[config.mk]
export PLATFORM = sky130hd
export DESIGN_NAME = alu_writeback
export DESIGN_NICKNAME = d
export VERILOG_FILES = /design/src/rtl/alu_pkg.sv /design/src/rtl/wb_flag_reg.sv /design/src/rtl/alu_writeback.sv
export SDC_FILE = /design/constraint.sdc
export NUM_CORES = 1
export LEC_CHECK = 0
export BUFFER_PORTS_ARGS = -buffer_cell sky130_fd_sc_hd__buf_2
export CORE_UTILIZATION = 51
export DETAILED_ROUTE_END_ITERATION = 6
export HOLD_SLACK_MARGIN = 0.02
export PLACE_DENSITY_LB_ADDON = 0.3
export SLEW_MARGIN = 40
export SYNTH_ARGS = -nofsm -noshare
export SYNTH_HDL_FRONTEND = slang
export SYNTH_HIERARCHICAL = 1
export SYNTH_SLANG_ARGS = --single-unit
export TNS_END_PERCENT = 50
[constraint.sdc]
create_clock -name clk -period 3.2 [get_ports clk]
set_input_delay 0.16 -clock clk [delete_from_list [all_inputs] [get_ports clk]]
set_output_delay 0.16 -clock clk [all_outputs]
set_load 0.01 [all_outputs]
[src/rtl/alu_pkg.sv]
// alu_pkg: ALU op and condition encodings plus the writeback state enum
package alu_pkg;
  localparam logic [1:0] ALU_ADD  = 2'b00;
  localparam logic [1:0] ALU_NAND = 2'b01;
  localparam logic [1:0] ALU_SUB  = 2'b10;
  localparam logic [1:0] ALU_ILL  = 2'b11;
  localparam logic [1:0] COND_ALWAYS = 2'b00;
  localparam logic [1:0] COND_C      = 2'b01;
  localparam logic [1:0] COND_Z      = 2'b10;
  localparam logic [1:0] COND_NEVER  = 2'b11;
  typedef enum logic [2:0] {WB_IDLE, WB_EVAL, WB_WRITE, WB_SKIP, WB_DONE} wb_state_t;
  function automatic logic cond_pass(input logic [1:0] cond, input logic c, input logic z);
    return cond == COND_ALWAYS || (cond == COND_C && c) || (cond == COND_Z && z);
  endfunction
endpackage

[src/rtl/wb_flag_reg.sv]
// wb_flag_reg: architectural C/Z flags; ADD writes both, NAND/SUB write only Z
module wb_flag_reg
  import alu_pkg::*;
(
  input  logic       clk,
  input  logic       rst_n,
  input  logic       upd,
  input  logic [1:0] op,
  input  logic       alu_zero,
  input  logic       alu_carry,
  output logic       carry_flag,
  output logic       zero_flag
);
  always_ff @(posedge clk or negedge rst_n)
    if (!rst_n) begin
      carry_flag <= 1'b0;
      zero_flag  <= 1'b0;
    end else if (upd) begin
      zero_flag  <= alu_zero;
      carry_flag <= op == ALU_ADD ? alu_carry : carry_flag;
    end
endmodule

[src/rtl/alu_writeback.sv]
// alu_writeback: latches one ALU result, applies conditional execute, writes the RF via valid/ready.
// Define WB_TIMEOUT_EN to abandon a WRITE after TIMEOUT_CYCLES cycles without rf_ready.
module alu_writeback
  import alu_pkg::*;
#(
  parameter int DATA_W         = 16,
  parameter int REG_AW         = 3,
  parameter int TIMEOUT_CYCLES = 15
) (
  input  logic              clk,
  input  logic              rst_n,
  input  logic              start,
  input  logic [DATA_W-1:0] alu_out,
  input  logic              alu_zero,
  input  logic              alu_carry,
  input  logic [1:0]        alu_ctrl,
  input  logic [1:0]        cond,
  input  logic [REG_AW-1:0] dest,
  input  logic              rf_ready,
  output logic              rf_wr_en,
  output logic [REG_AW-1:0] rf_wr_addr,
  output logic [DATA_W-1:0] rf_wr_data,
  output logic              carry_flag,
  output logic              zero_flag,
  output logic              busy,
  output logic              done,
  output logic              err
);
  if (TIMEOUT_CYCLES < 1) begin : g_bad_timeout
    $error("TIMEOUT_CYCLES must be at least 1");
  end
  wb_state_t   state, nxt;
  logic        zero_q, carry_q, err_q, err_nxt, upd, timeout;
  logic [1:0]  op_q, cond_q;
`ifdef WB_TIMEOUT_EN
  localparam int CW = $clog2(TIMEOUT_CYCLES + 1);
  logic [CW-1:0] cnt;
  assign timeout = state == WB_WRITE && !rf_ready && cnt == CW'(TIMEOUT_CYCLES - 1);
  always_ff @(posedge clk or negedge rst_n)
    if (!rst_n) cnt <= '0;
    else if (state == WB_EVAL) cnt <= '0;
    else if (state == WB_WRITE && !rf_ready) cnt <= cnt + 1'b1;
`else
  assign timeout = 1'b0;
`endif
  always_comb begin
    nxt = state;
    upd = 1'b0;
    unique case (state)
      WB_IDLE:  nxt = start ? WB_EVAL : WB_IDLE;
      WB_EVAL: begin
        nxt = op_q != ALU_ILL && cond_pass(cond_q, carry_flag, zero_flag) ? WB_WRITE : WB_SKIP;
        upd = op_q != ALU_ILL && cond_q == COND_NEVER;
      end
      WB_WRITE: begin
        nxt = rf_ready || timeout ? WB_DONE : WB_WRITE;
        upd = rf_ready;
      end
      WB_SKIP:  nxt = WB_DONE;
      WB_DONE:  nxt = WB_IDLE;
      default:  nxt = WB_IDLE;
    endcase
  end
  // error cause is remembered until DONE so err coincides with done
  assign err_nxt = state == WB_IDLE ? 1'b0 : err_q | (state == WB_EVAL && op_q == ALU_ILL) | timeout;
  always_ff @(posedge clk or negedge rst_n)
    if (!rst_n) begin
      state      <= WB_IDLE;
      err_q      <= 1'b0;
      zero_q     <= 1'b0;
      carry_q    <= 1'b0;
      op_q       <= '0;
      cond_q     <= '0;
      rf_wr_addr <= '0;
      rf_wr_data <= '0;
    end else begin
      state <= nxt;
      err_q <= err_nxt;
      if (state == WB_IDLE && start) begin
        zero_q     <= alu_zero;
        carry_q    <= alu_carry;
        op_q       <= alu_ctrl;
        cond_q     <= cond;
        rf_wr_addr <= dest;
        rf_wr_data <= alu_out;
      end
    end
  wb_flag_reg u_flags (
    .clk        (clk),
    .rst_n      (rst_n),
    .upd        (upd),
    .op         (op_q),
    .alu_zero   (zero_q),
    .alu_carry  (carry_q),
    .carry_flag (carry_flag),
    .zero_flag  (zero_flag)
  );
  assign rf_wr_en = state == WB_WRITE;
  assign busy     = state != WB_IDLE;
  assign done     = state == WB_DONE;
  assign err      = done && err_q;
endmodule

==> summary.txt <==
Finish
  • NumNets Final: 173
  • Final core utilization: 67.3%
  • Layout cells sized above 1: 62.8%
  • Layout area overhead: 23.6%
  • Antenna fix cells: 0

Die
  • Rows: 18
  • Io pins: 54
  • Starting Density: 54.5%
  • Die height: 53.7 um
  • Die Wd: 53.7 um
  • Core ar.: 0.00250 mm^2
  • Total die area: 0.00288 mm^2

Clock tree
  • Sink Count: 31
  • Post-CTS setup-driven buffer insertion count: 0
  • H-tree levels: 2
  • Maximum clock insertion buffer count: 2
  • Hold Buf Count CTS: 1
  • CTS tree: yes
  • Post-CTS sizing: 0
  • Clk slew on worst S/H paths: 0.09 ns
  • Clock Latency Late Sink: 0.33 ns
  • TritonCTS buffer count: 5
  • Root buf cell: clkbuf_4

Timing
  • Rel. slew slack: 54.5%
  • Max Clock Freq: 568 MHz
  • Worst-Margin Slew: 0.683 ns
  • Final min period: 1.76 ns
  • Final setup vio count: 0
  • Setup Skew: 0.00603 ns
  • Final Max Slew Viols: 0
  • Final Hold Viols: 0
  • RSZ-0062 raised after global routing: false
  • Setup TNS: 0 ns
  • Final period util: 55.0%

Detailed routing
  • DRT iter0 DRCs: 9
  • Routed vias/inst: 5.13
  • Drt first pass iters: 4
  • WL/cell: 13.6 um
  • Antenna-violating nets left: 0
  • Residual DRC count: 0
  • Post-Route WL: 2.37 mm
  • Via count: 897

Yosys
  • Synth top area share: 57.0%
  • XOR/XNOR Fraction of Synth Area: 0%
  • Synthesized cell area: 0.00136 mm^2
  • Register bit total from synthesis: 31
  • Synth area leaders: dfrtp_1, mux2_4, mux2_2
  • Adder-cell share of the synthesized area: 0%
  • Syn nets: 115
  • Post-synthesis mux area share: 26.7%
  • Mean Syn Cell Area: 15.8 um^2
  • Register area share after synthesis: 57.0%
  • Compound-Gate Fraction of Synth Area: 3.13%
  • Main combinational cell family by area after synthesis: multiplexers
  • Fraction of the mapped netlist area in simple logic gates: 8.18%
  • Mapped Cells: 86
  • Yosys top cell by area: dfrtp_1
  • Yosys cell types: 20
  • Syn. warnings: 6

Pwr
  • Leakage: 0.855 nW
  • Clk pwr share: 15.0%
  • Worst VDD drop: 655 uV
  • Sw Ratio: 33.0%
  • Pwr per Cell Area: 1010 mW/mm^2
  • P_sw: 562 uW
  • Power, Total: 1.71 mW
  • Reg power frac: 42.5%
  • Combinational Power Share: 42.5%
  • Cell Int Power: 1.14 mW

Global routing
  • Largest net degree at the start of global routing: 32
  • GR Overflow Total: 0
  • Vias in the first global route: 842
  • First-pass GRT wire length: 3.68 mm
  • Initial antenna violation count: 0
  • Overall Global Routing Usage: 18.7%

Hold path
  • Hold Path Class: in -> reg

Setup path
  • Crit. End Element: flip-flop
  • Startpoint type of the worst setup path: flip-flop
  • Worst endpoint required time: 3.42 ns
  • Worst EP arrival: 1.98 ns
  • Setup CP Type: reg -> reg
  • Crit path max fanout: 26
  • Flop-to-flop setup slack: 1.44 ns

Run
  • Max Cap Viol: 0

Place
  • Port Buffers: 53
  • Hpwl dp: 1.66 mm
  • GP Congestion: 0.720

Status
  • Outcome: finished clean
==> worst max-delay path, stage by stage (launching register included) <==
cell and delay (ns):
dfrtp_1 0.46, nor3_2 0.32, and2_4 0.48, mux2_2 0.39
==> state kept, by name (all words and copies together), names as in the netlist, 2 cells and up <==
register,flops
rf_wr_addr,3
state,3
rf_wr_data,16
op_q,2
cond_q,2
==> cells by family (layout without fill, tap and decap cells) <==
logic type / Yosys count / after routing
AND/OR/NAND/NOR: 17 / 17
multiplexers: 26 / 26
AO/OA/AOI/OAI: 7 / 7
flip-flops: 31 / 31
buffers and inverters: 5 / 64
==> cell type report <==
type / instances / area [um^2]
clock buffers: 8 / 68.8
fillers: 190 / 817
inverters: 2 / 7.51
multi-input cells: 50 / 518
flip-flops and latches: 31 / 776
well taps: 30 / 37.5
repair buffers: 54 / 275
==> synthesized netlist by cell type <==
master and n:
a21oi_1 3, nand4_1 1, dfrtp_1 31, nor3b_2 1
a41o_2 1, nand3b_1 1, nand2_1 1, nor3b_1 3
mux2_2 7, and2_4 1, inv_1 2, o21ai_0 2
buf_12 3, nand3_1 2, nor3_2 1, mux2_4 19
a31oi_1 1, and2b_2 1, and2_1 1, nor2_1 4
==> metal layers <==
metal | up-vias | wire length (um) | part of all wire, % | GRT usage, %
li1 | 420 | - | - | -
met5 | - | 0 | 0 | 0
met4 | 0 | 29 | 1.2 | 7.89
met2 | 33 | 1090 | 46 | 27.2
met1 | 440 | 1080 | 46 | 23.5
met3 | 4 | 174 | 7.3 | 9.32
==> final timing paths <==
kind / to / start / depth (start not counted)
min reg2reg: err_q$_DFF_PN0_ / err_q$_DFF_PN0_ / 2
min: op_q[1]$_DFFE_PN0P_ / alu_ctrl[1] / 2
max reg2reg: rf_wr_data[14]$_DFFE_PN0P_ / state[0]$_DFF_PN0_ / 3
max: rf_wr_data[14]$_DFFE_PN0P_ / state[0]$_DFF_PN0_ / 3
min in group asynchronous: cond_q[1]$_DFFE_PN0P_ / rst_n / 2
max in group asynchronous: rf_wr_data[12]$_DFFE_PN0P_ / rst_n / 2
==> through the flow <==
stage                     setup slack [ns]  instance area (um^2)  hold slack [ns]  instances
final                                 1.44                  1680           0.0539        175
after global routing                  1.36                  1680           0.0302        175
after CTS                             1.42                  1680           0.0375        175
after detailed placement              1.44                  1600            0.240        166
after global placement                1.54                  1600            0.230        166
after floorplan                       1.68                  1360           -0.136         86
==> layout by cell type, fill, tap and decap left out, types with 2 or more instances in the layout <==
cell type / count
a21oi_1: 3
buf_2: 53
clkbuf_4: 5
clkbuf_8: 2
dfrtp_1: 31
inv_1: 2
mux2_2: 7
mux2_4: 19
nand3_1: 2
nor2_1: 4
nor3b_1: 3
o21ai_0: 2
==> power groups by stage <==
stage / sequential, mW / clock (mW) / combinational, mW
2_1_floorplan: 0.776 / 0 / 0.497
3_3_place_gp: 0.721 / 0 / 0.710
3_5_place_dp: 0.730 / 0 / 0.729
4_1_cts: 0.726 / 0.266 / 0.734
5_1_grt: 0.752 / 0.286 / 0.788
6_report: 0.724 / 0.257 / 0.725
No activity file was read; power rests on OpenSTA's default activity.
